`src/rtl/reset_sequencer.sv`:
```
// Ordered multi-domain reset release: hold all domains in reset until the clock
// source locks, then release them one by one, waiting for each acknowledge.
module reset_sequencer #(
  parameter int NUM_STAGES  = 3,
  parameter int HOLD_CYCLES = 16,
  parameter int STAGE_DELAY = 8,
  parameter int ACK_TIMEOUT = 1024
) (
  input  logic                  clk,
  input  logic                  reset_in,
  input  logic                  enable,
  input  logic                  pll_locked,
  input  logic                  sw_reset_req,
  input  logic [NUM_STAGES-1:0] stage_ack,
  output logic [NUM_STAGES-1:0] reset_out,
  output logic                  all_released,
  output logic                  busy,
  output logic                  timeout_err
);

  localparam int IW = (NUM_STAGES > 1) ? $clog2(NUM_STAGES) : 1;
  localparam logic [15:0]   HOLD_LAST  = 16'(HOLD_CYCLES - 1);
  localparam logic [15:0]   GAP_LAST   = 16'(STAGE_DELAY - 1);
  localparam logic [15:0]   ACK_LAST   = 16'(ACK_TIMEOUT - 1);
  localparam logic [IW-1:0] LAST_STAGE = IW'(NUM_STAGES - 1);

  typedef enum logic [2:0] {
    S_ASSERT, S_WAIT_LOCK, S_HOLD, S_RELEASE, S_WAIT_ACK, S_GAP, S_DONE
  } state_t;

  state_t          state, state_d;
  logic [15:0]     cnt, cnt_d;
  logic [IW-1:0]   idx, idx_d;
  logic            tmo_set;
  logic            abort;
  logic [NUM_STAGES-1:0] reset_out_d;
  logic            all_released_d, busy_d, timeout_err_d;

  // Abort only matters once the sequence has started counting.
  assign abort = (state != S_ASSERT) && (state != S_WAIT_LOCK) &&
                 (sw_reset_req || !pll_locked);

  always_ff @(posedge clk) begin
    if (reset_in) begin
      state        <= S_ASSERT;
      cnt          <= '0;
      idx          <= '0;
      reset_out    <= '1;
      all_released <= 1'b0;
      busy         <= 1'b1;
      timeout_err  <= 1'b0;
    end else begin
      state        <= state_d;
      cnt          <= cnt_d;
      idx          <= idx_d;
      reset_out    <= reset_out_d;
      all_released <= all_released_d;
      busy         <= busy_d;
      timeout_err  <= timeout_err_d;
    end
  end

  always_comb begin
    state_d = state;
    cnt_d   = cnt;
    idx_d   = idx;
    tmo_set = 1'b0;
    case (state)
      S_ASSERT: begin
        state_d = S_WAIT_LOCK;
        cnt_d   = '0;
        idx_d   = '0;
      end
      S_WAIT_LOCK: begin
        if (pll_locked && enable && !sw_reset_req) begin
          state_d = S_HOLD;
          cnt_d   = '0;
        end
      end
      S_HOLD: begin
        if (cnt == HOLD_LAST) begin
          state_d = S_RELEASE;
          idx_d   = '0;
        end else begin
          cnt_d = cnt + 16'd1;
        end
      end
      S_RELEASE: begin
        state_d = S_WAIT_ACK;
        cnt_d   = '0;
      end
      S_WAIT_ACK: begin
        // An ack landing on the timeout cycle still counts as an ack.
        if (stage_ack[idx]) begin
          if (idx == LAST_STAGE) begin
            state_d = S_DONE;
          end else begin
            state_d = S_GAP;
            cnt_d   = '0;
          end
        end else if (cnt == ACK_LAST) begin
          state_d = S_ASSERT;
          tmo_set = 1'b1;
        end else begin
          cnt_d = cnt + 16'd1;
        end
      end
      S_GAP: begin
        if (cnt == GAP_LAST) begin
          state_d = S_RELEASE;
          idx_d   = idx + 1'b1;
        end else begin
          cnt_d = cnt + 16'd1;
        end
      end
      S_DONE: state_d = S_DONE;
      default: state_d = S_ASSERT;
    endcase
    if (abort) begin
      state_d = S_ASSERT;
      cnt_d   = '0;
      tmo_set = 1'b0;
    end
  end

  always_comb begin
    reset_out_d = reset_out;
    if (state_d == S_ASSERT)
      reset_out_d = '1;
    else if (state == S_RELEASE)
      reset_out_d[idx] = 1'b0;
    all_released_d = (state_d == S_DONE);
    busy_d         = (state_d != S_DONE);
    timeout_err_d  = timeout_err | tmo_set;
  end

endmodule
```
`config.mk`:
```
export PLATFORM = sky130hd
export DESIGN_NAME = reset_sequencer
export DESIGN_NICKNAME = d
export VERILOG_FILES = /design/src/rtl/reset_sequencer.sv
export SDC_FILE = /design/constraint.sdc
export NUM_CORES = 1
export LEC_CHECK = 0
export ABC_AREA = 1
export BUFFER_PORTS_ARGS = -buffer_cell sky130_fd_sc_hd__buf_4
export CAP_MARGIN = 20
export CORE_UTILIZATION = 27
export CTS_CLUSTER_DIAMETER = 50
export DETAILED_ROUTE_END_ITERATION = 8
export RECOVER_POWER = 50
export REMOVE_ABC_BUFFERS = 1
export SKIP_CTS_REPAIR_TIMING = 1
export SLEW_MARGIN = 10
export SYNTH_ARGS = -nofsm -noshare
export SYNTH_HDL_FRONTEND = slang
export SYNTH_SLANG_ARGS = --single-unit
```
`constraint.sdc`:
```
create_clock -name clk -period 1.65 [get_ports clk]
set_input_delay 0.495 -clock clk [delete_from_list [all_inputs] [get_ports clk]]
set_output_delay 0.495 -clock clk [all_outputs]
set_load 0.01 [all_outputs]
```
==> metrics.cfg, run 1 <==
[worst_setup_path]
setup.worst_path.class=flip-flop to flip-flop
r2r_slack_ps=-30
reg2reg_from=cnt[0]
end_kind=flip-flop
timing.rr.end=cnt[13]
cp.required_ps=1820
arrival_ps=1850
rr_worst_depth=10
start_kind=flip-flop
cp_max_fo=8

[power_and_ir_drop]
vdd_drop_max_mv=0.357
p_leak_nw=1.05
power_density_nw_per_um2=507

[timing]
worst_hold_slack_ps=405
period_needed_ps=1680
finalCritPeriodShare=1.02
finClkSkew_ps=5.29
slew_viol_final=0
hold_viol=0
tightest_slew_ps=344
clock.fmax_ghz=0.597
finalWorstSetupSlack_ps=-26.0
rsz0062_at_grt=true
slew_headroom=0.770
setup_viol=7

[floorplanning]
die_w_um=85.8
rows=30
core_um2=6790
dieArea_um2=7350
die_h_um=85.8
start_util=0.279
io_pins=14

[placement]
placed_cells=440
dpl_worst_slack_ps=-98.4
gp_congestion=0.854
dpl.hpwl_mm=3.77
io_buffer_count=13

[grt]
busiest_layer=met2
globalRouteMet2Util=0.252
grt_antenna_before_repair=0
use_met3=0.0241
gr-total-overflow=0
grt_pass1_vias=1890
track_usage=0.145
grt_pass1_wl_mm=8.51
grt_max_degree=18
use_met1=0.185

[cts]
root_buffer=clkbuf_8
h-tree-depth=1
clock_sinks=27
cts_tree=yes
numCtsBuffers=3
clk_latency_ps=280
clk_pin_slew_ps=100
clock_path_buffers=2

[synth]
synth-async-reset-ratio=0
yosys_warnings=0
synth.top_cell.area_share=0.285
synth_cell_types=29
synthFlopType=dfxtp_1
syn_inst=295
synth_seq_area_share=0.285
ys_ff_latch=27
synth.avg_cell_area_um2=6.42
ys_top_cells_by_area=dfxtp_1 (29%), nand2_1 (14%), nand3_1 (10%), nor2_1 (7.9%), inv_1 (5.4%)
synth_edf_count=0
synth_area_um2=1890
yosysTopAreaCell=dfxtp_1

[outcome]
status=complete, but fails checks
violations=negative setup slack

[drt]
routed_wl_mm=5.28
vias=2061
drt_iter0_drc=103
firstDrtPassIters=4
avgRoutedWirePerCell_um=11.9
via_per_inst=4.63
drcViolationCount=0
drtAntennaViolNets=0

[hold_path]
hold_path.startpoint=reset_in
hold_path_depth=2
hold_path.class=input port to flip-flop
hold_end=idx[1]

[final_layout]
flow.area_growth_from_synthesis_pct=35.7
finalNetCount=362
num-fill-cells=725
diodes=0
instances_no_fill=445
post-route-util=0.378
drive_above_1_share=0.361

[run]
max-cap-violations=0

state kept, by name, summed over array words and instances, names as in the netlist:
register / count
cnt: 16
reset_out: 3
state: 3
idx: 2
all_released: 1
busy: 1
timeout_err: 1
per-stage QoR:
stage / instance area (um2) / setup TNS, ps / power [mW]
2_1_floorplan: 1860 / -199 / 0.797
3_3_place_gp: 2380 / -493 / 0.883
3_5_place_dp: 2380 / -1010 / 0.884
4_1_cts: 2420 / -449 / 1.29
5_1_grt: 2570 / -730 / 1.37
6_report: 2570 / -85.9 / 1.30
routing by layer:
layer	vias up	routed length, um
met2	34	2610
met3	7	161
met4	0	57
li1	1073	-
met1	947	2450
met5	-	0
cells in the mapped netlist, types with 3 or more instances:
master	number
a21oi_1	15
a21oi_2	10
dfxtp_1	27
ha_1	4
inv_1	27
inv_2	6
nand2_1	72
nand2_2	12
nand3_1	38
nand4_1	12
nor2_1	40
nor2_2	4
nor3_1	3
o21ai_0	4
xor2_1	4
cell families (layout without fill, tap and decap cells):
logic type / count (synthesis) / after routing / share of synthesized area
adder cells (fa/ha/maj): 4 / 4 / 0.0264
AO/OA/AOI/OAI: 33 / 33 / 0.112
AND/OR/NAND/NOR: 188 / 189 / 0.466
buffers and inverters: 37 / 90 / 0.0832
XOR/XNOR: 6 / 6 / 0.0277
flip-flops: 27 / 27 / 0.285
placed cells by master (no fill, tap or decap), drive strengths merged:
cell	synthesis	routed
clkbuf	0	10
nor3	4	4
nand3	40	40
xnor2	2	2
buf	4	47
o21bai	1	1
dfxtp	27	27
a21oi	25	25
nor2	45	45
nand4	12	12
nand2	85	86
o21ai	5	5
o22ai	1	1
ha	4	4
a31oi	1	1
inv	33	33
nand3b	2	2
xor2	4	4
worst max-delay path, cell delays in order, from the launching register on:
cell	delay, ps
dfxtp_2	350
ha_4	170
buf_6	110
nand3b_1	110
nor2_2	60
nand3_2	90
nand2_2	70
nor2_4	230
nand2_4	170
a21oi_2	160
nor2_1	50
where the power goes:
part / switching (mW) / internal, mW
clock network: 0.227 / 0.174
registers: 0.0112 / 0.660
logic: 0.145 / 0.0869
worst max path at each step:
stage                     cells past startpoint  slack, ps  endpoint         start
final                                        10        -30   cnt[13]        cnt[0]
after floorplan                              10        -50    cnt[1]        cnt[0]
after global placement                       11        -70    cnt[1]  stage_ack[1]
after global routing                         10        -80    cnt[0]        cnt[0]
after CTS                                     9        -60    cnt[2]        cnt[0]
after detailed placement                     11       -100    cnt[1]  stage_ack[1]
final cells by class:
cell class                      instances  area (um2)  share of cell area
Clock buffer                            4        45.0              0.0175
Timing Repair Buffer                   53         383               0.149
Sequential cell                        27         554               0.216
Multi-Input combinational cell        232        1350               0.523
Tap cell                               96         120              0.0467
Inverter                               33         124              0.0482
Power figures use the tool's default switching activity.
==> run 2, diff against run 1 <==
- RECOVER_POWER: 50 -> 25
==> run 2 against run 1 <==
The run still ends with negative setup slack left. Utilization up 0.055 points. Total power barely moved. Sequential share of layout area barely moved. Global-route usage did not move. Count of clock-buffer cells in the layout stayed put. Maximum frequency about the same. Critical endpoint unchanged.
==> metrics.cfg, run 2 (synthesis results as in run 1) <==
[worst_setup_path]
reg2reg_from=cnt[0]  ; unchanged
cp_max_fo=8  ; unchanged
arrival_ps=1850  ; about the same
r2r_slack_ps=-20  ; was -30 ps
setup.worst_path.class=flip-flop to flip-flop  ; unchanged
rr_worst_depth=10  ; unchanged
timing.rr.end=cnt[13]  ; unchanged
start_kind=flip-flop  ; unchanged
end_kind=flip-flop  ; unchanged
cp.required_ps=1820  ; about the same

[power_and_ir_drop]
clockPowerShare=0.307  ; about the same
vdd_drop_max_mv=0.357  ; about the same
power_frac_seq=0.515  ; about the same
p_comb_frac=0.178  ; about the same
sw_frac_of_total=0.293  ; was 0.294
power_density_nw_per_um2=506  ; was 507 nW/um2
power.internal_mw=0.921  ; about the same
power.switching_mw=0.382  ; was 0.383 mW
p_leak_nw=1.05  ; about the same
p_total_mw=1.30  ; about the same

[final_layout]
registers.top_by_ff_count=cnt  ; unchanged
drive_above_1_share=0.364  ; was 0.361
finalNetCount=362  ; unchanged
most-common-layout-cells=nand2_1 (71), buf_4 (46), nor2_1 (32), inv_1 (27), nand3_1 (27)  ; was nand2_1 (71), buf_4 (45), nor2_1 (32), inv_1 (27), nand3_1 (27)
num-fill-cells=723  ; was 725
seqCellArea_um2=554  ; unchanged
top_regs=cnt x16, reset_out x3, state x3  ; unchanged
flow.area_growth_from_synthesis_pct=35.9  ; was 35.7%
diodes=0  ; unchanged
largest_reg_flops=16  ; unchanged
final_common_cell=nand2_1  ; unchanged
postLayoutCellArea_um2=2570  ; about the same
multi_input_area_um2=1350  ; unchanged

[timing]
slew_headroom=0.777  ; was 0.770
period_needed_ps=1670  ; was 1680 ps
clock.fmax_ghz=0.597  ; about the same
hold_viol=0  ; unchanged
rsz0062_at_grt=true  ; unchanged
finClkSkew_ps=5.09  ; was 5.29 ps
slew_viol_final=0  ; unchanged
finalWorstSetupSlack_ps=-24.4  ; was -26.0 ps
tightest_slew_ps=333  ; was 344 ps
setup_viol=7  ; unchanged
finalCritPeriodShare=1.01  ; was 1.02

[grt]
gr-total-overflow=0  ; unchanged
grt_antenna_before_repair=0  ; unchanged
track_usage=0.145  ; unchanged
grt_pass1_vias=1890  ; unchanged
grt_max_degree=18  ; unchanged
grt_pass1_wl_mm=8.51  ; unchanged

[cts]
clk_pin_slew_ps=100  ; about the same
clock_sinks=27  ; unchanged
clock_path_buffers=2  ; unchanged
root_buffer=clkbuf_8  ; unchanged
h-tree-depth=1  ; unchanged
clk_latency_ps=280  ; about the same
cts_tree=yes  ; unchanged
numCtsBuffers=3  ; unchanged

[floorplanning]
core_um2=6790  ; unchanged
rows=30  ; unchanged
die_w_um=85.8  ; unchanged
io_pins=14  ; unchanged
start_util=0.279  ; unchanged
die_h_um=85.8  ; unchanged
dieArea_um2=7350  ; unchanged

[hold_path]
hold_path.startpoint=reset_in  ; unchanged
hold_path.class=input port to flip-flop  ; unchanged
hold_end=idx[1]  ; unchanged
hold_path_depth=2  ; unchanged

[drt]
via_per_inst=4.65  ; was 4.63
drtAntennaViolNets=0  ; unchanged
routed_wl_mm=5.28  ; unchanged
vias=2070  ; was 2061
firstDrtPassIters=4  ; unchanged
avgRoutedWirePerCell_um=11.9  ; unchanged
drt_iter0_drc=103  ; unchanged
drcViolationCount=0  ; unchanged

[outcome]
violations=negative setup slack  ; unchanged
status=complete, but fails checks  ; unchanged

[placement]
io_buffer_count=13  ; unchanged
dpl.hpwl_mm=3.77  ; unchanged
dpl-instance-area_um2=2380  ; unchanged
gp_congestion=0.854  ; unchanged

[run]
max-cap-violations=0  ; unchanged

## run 2: cell count changes in the layout (fill, tap and decap cells not counted), sizes merged
| cell | delta |
|---|---|
| buf | +1 |
| clkbuf | -1 |
## run 2: how the worst max path moves through the flow
stage,startpoint,depth (start not counted),to
final,cnt[0],10,cnt[13]
after global routing,cnt[0],10,cnt[0]
after CTS,cnt[0],9,cnt[2]
after floorplan,cnt[0],10,cnt[1]
after detailed placement,stage_ack[1],11,cnt[1]
after global placement,stage_ack[1],11,cnt[1]
## run 2: power groups by stage
stage / Clock, mW / Combinational, mW / Sequential (mW)
floorplan: 0 / 0.113 / 0.684
global placement: 0 / 0.199 / 0.684
detailed placement: 0 / 0.200 / 0.684
CTS: 0.425 / 0.201 / 0.668
global route: 0.441 / 0.256 / 0.673
finish: 0.400 / 0.232 / 0.672
## run 2: final cells by class
type	count	area share
well taps	96	0.0466
clock buffers	4	0.0175
inverters	33	0.0481
repair buffers	53	0.150
multi-input cells	232	0.522
flip-flops and latches	27	0.215
## run 2: worst max-delay path, stage by stage (launching register included)
cell and delay, ps:
dfxtp_2 350, ha_4 170, buf_6 110, nand3b_1 110, nor2_2 60, nand3_2 90, nand2_2 70, nor2_4 230
nand2_4 170, a21oi_2 160, nor2_1 50
## run 2: per-layer routing
metal / vias to the layer above / part of all wire / global-route usage
met5: - / 0 / 0
met3: 7 / 0.029 / 0.0241
li1: 1073 / - / -
met2: 30 / 0.49 / 0.252
met1: 960 / 0.47 / 0.185
met4: 0 / 0.011 / 0.0394
## run 2: metrics by stage
stage	cells	setup WS (ps)	hold WS, ps	TNS, ps	util
2_1_floorplan	291	-50.9	472	-199	-
5_1_grt	445	-81.3	389	-730	0.379
4_1_cts	444	-58.4	393	-449	0.357
6_report	445	-24.4	405	-80.9	0.379
3_3_place_gp	440	-66.1	443	-493	0.350
3_5_place_dp	440	-98.4	444	-1010	0.350
==> run 3, diff against run 2 <==
- CORE_MARGIN: unset -> 1.5
==> run 3 against run 2 <==
The run now ends clean. Combinational power down 6%. Non-clock buffer count is 1 lower. Global-route usage decreased by 0.28 points. Register-to-register slack improved by 120 ps. Flip-flop and latch count is the same. Critical path depth down 1. Wire length decreased by 5.0%. Cell count down 0.45%. Sequential power hardly changed. Critical endpoint is now cnt[2].
==> metrics.cfg, run 3 (synthesis results as in run 1) <==
[drt]
vias=2036  ; was 2070
drt_iter0_drc=131  ; was 103
routed_wl_mm=5.01  ; was 5.28 mm
firstDrtPassIters=4  ; unchanged
avgRoutedWirePerCell_um=11.3  ; was 11.9 um
drcViolationCount=0  ; unchanged
drtAntennaViolNets=0  ; unchanged
via_per_inst=4.60  ; was 4.65

[cts]
cts_tree=yes  ; unchanged
clock_sinks=27  ; unchanged
numCtsBuffers=3  ; unchanged
root_buffer=clkbuf_8  ; unchanged
clock_path_buffers=2  ; unchanged
clk_pin_slew_ps=90  ; was 100 ps
clk_latency_ps=270  ; was 280 ps
h-tree-depth=1  ; unchanged

[final_layout]
top_regs=cnt x16, reset_out x3, state x3  ; unchanged
finalNetCount=360  ; was 362
largest_reg_flops=16  ; unchanged
drive_above_1_share=0.314  ; was 0.364
post-route-util=0.367  ; was 0.379
flow.area_growth_from_synthesis_pct=31.7  ; was 35.9%
diodes=0  ; unchanged
most-common-layout-cells=nand2_1 (72), buf_4 (46), nor2_1 (35), nand3_1 (33), inv_1 (27)  ; was nand2_1 (71), buf_4 (46), nor2_1 (32), inv_1 (27), nand3_1 (27)
num-fill-cells=727  ; was 723
final_common_cell=nand2_1  ; unchanged
registers.top_by_ff_count=cnt  ; unchanged

[worst_setup_path]
reg2reg_from=cnt[1]  ; was cnt[0]
cpPeakStageDelay_ps=350  ; about the same
arrival_ps=1710  ; was 1850 ps
cpMostUsedCell=nor2_1
r2r_slack_ps=90  ; was -20 ps
timing.rr.end=cnt[2]  ; was cnt[13]
path_cells=ha_4 > nand3_4 > nor2_1 > nand3_1 > nand3_2 > nor2_4 > nand2_8 > a21oi_1 > nor2_1  ; was ha_4 > buf_6 > nand3b_1 > nor2_2 > nand3_2 > nand2_2 > nor2_4 > nand2_4 > a21oi_2 > nor2_1
rr_worst_depth=9  ; was 10
cp_max_fo=16  ; was 8
start_kind=flip-flop  ; unchanged
cp.required_ps=1810  ; was 1820 ps
end_kind=flip-flop  ; unchanged
setup.worst_path.class=flip-flop to flip-flop  ; unchanged
slowest_stage=dfxtp_2  ; unchanged

[grt]
grt_max_degree=18  ; unchanged
grt_pass1_wl_mm=8.61  ; was 8.51 mm
gr-total-overflow=0  ; unchanged
grt_antenna_before_repair=0  ; unchanged
grt_pass1_vias=1951  ; was 1890
track_usage=0.142  ; was 0.145

[floorplanning]
die_h_um=86.8  ; was 85.8 um
start_util=0.279  ; unchanged
core_um2=6790  ; unchanged
die_w_um=86.8  ; was 85.8 um
rows=30  ; unchanged
io_pins=14  ; unchanged
dieArea_um2=7530  ; was 7350 um2

[placement]
dpl_worst_slack_ps=-107  ; was -98.4 ps
io_buffer_count=13  ; unchanged
gp_congestion=0.895  ; was 0.854
dpl.hpwl_mm=3.84  ; was 3.77 mm

[timing]
finalCritPeriodShare=0.943  ; was 1.01
slew_viol_final=0  ; unchanged
setup_viol=0  ; was 7
tightest_slew_ps=309  ; was 333 ps
finalWorstSetupSlack_ps=93.4  ; was -24.4 ps
period_needed_ps=1560  ; was 1670 ps
hold_viol=0  ; unchanged
slew_headroom=0.793  ; was 0.777
finClkSkew_ps=7.65  ; was 5.09 ps
clock.fmax_ghz=0.642  ; was 0.597 GHz
rsz0062_at_grt=true  ; unchanged

[hold_path]
hold_path.startpoint=reset_in  ; unchanged
hold_path_depth=2  ; unchanged
hold_end=idx[1]  ; unchanged
hold_path.class=input port to flip-flop  ; unchanged

[run]
max-cap-violations=0  ; unchanged

[power_and_ir_drop]
p_leak_nw=1.03  ; was 1.05 nW
power_density_nw_per_um2=512  ; was 506 nW/um2
vdd_drop_max_mv=0.286  ; was 0.357 mV

[outcome]
status=complete, no violations  ; was complete, but fails checks

run 3: critical path: cells and delay by family (launching register included):
kind | cells | cell delay (ps)
compound gates | 1 | 150
fa+ha+maj | 1 | 170
flops | 1 | 350
simple gates | 7 | 760
run 3: through the flow:
stage	hold slack, ps	setup TNS, ps	total power [mW]	cell area [um2]	cells
2_1_floorplan	472	-199	0.797	1860	291
6_report	412	0	1.28	2490	443
4_1_cts	402	-537	1.29	2410	442
5_1_grt	399	-53.9	1.34	2490	443
3_5_place_dp	443	-1170	0.884	2360	438
3_3_place_gp	444	-561	0.883	2360	438
run 3: layer usage:
metal	up-vias	routed length [um]	global-route usage
met5	-	0	0
met4	0	74	0.0396
met3	6	171	0.0162
met2	43	2340	0.248
met1	922	2420	0.185
li1	1065	-	-
run 3: worst max path at each step:
stage | slack [ps] | cells after the start | start | endpoint
after floorplan | -50 | 10 | cnt[0] | cnt[1]
after global placement | -70 | 11 | stage_ack[1] | cnt[1]
after detailed placement | -110 | 11 | stage_ack[1] | cnt[1]
after CTS | -60 | 9 | cnt[0] | cnt[13]
after global routing | -10 | 11 | cnt[5] | all_released
final | 90 | 9 | cnt[1] | cnt[2]
run 3: layout make-up:
cell class / instances / area [um2] / share of cell area
Sequential cell: 27 / 553 / 0.222
Inverter: 33 / 124 / 0.0496
Clock buffer: 4 / 45.0 / 0.0181
Tap cell: 96 / 120 / 0.0481
Multi-Input combinational cell: 231 / 1280 / 0.512
Timing Repair Buffer: 52 / 375 / 0.150
run 3: where the power goes:
| group | total, mW | switching (mW) | internal [mW] |
|---|---|---|---|
| clock | 0.386 | 0.213 | 0.173 |
| combinational | 0.218 | 0.135 | 0.0829 |
| sequential | 0.673 | 0.0121 | 0.661 |
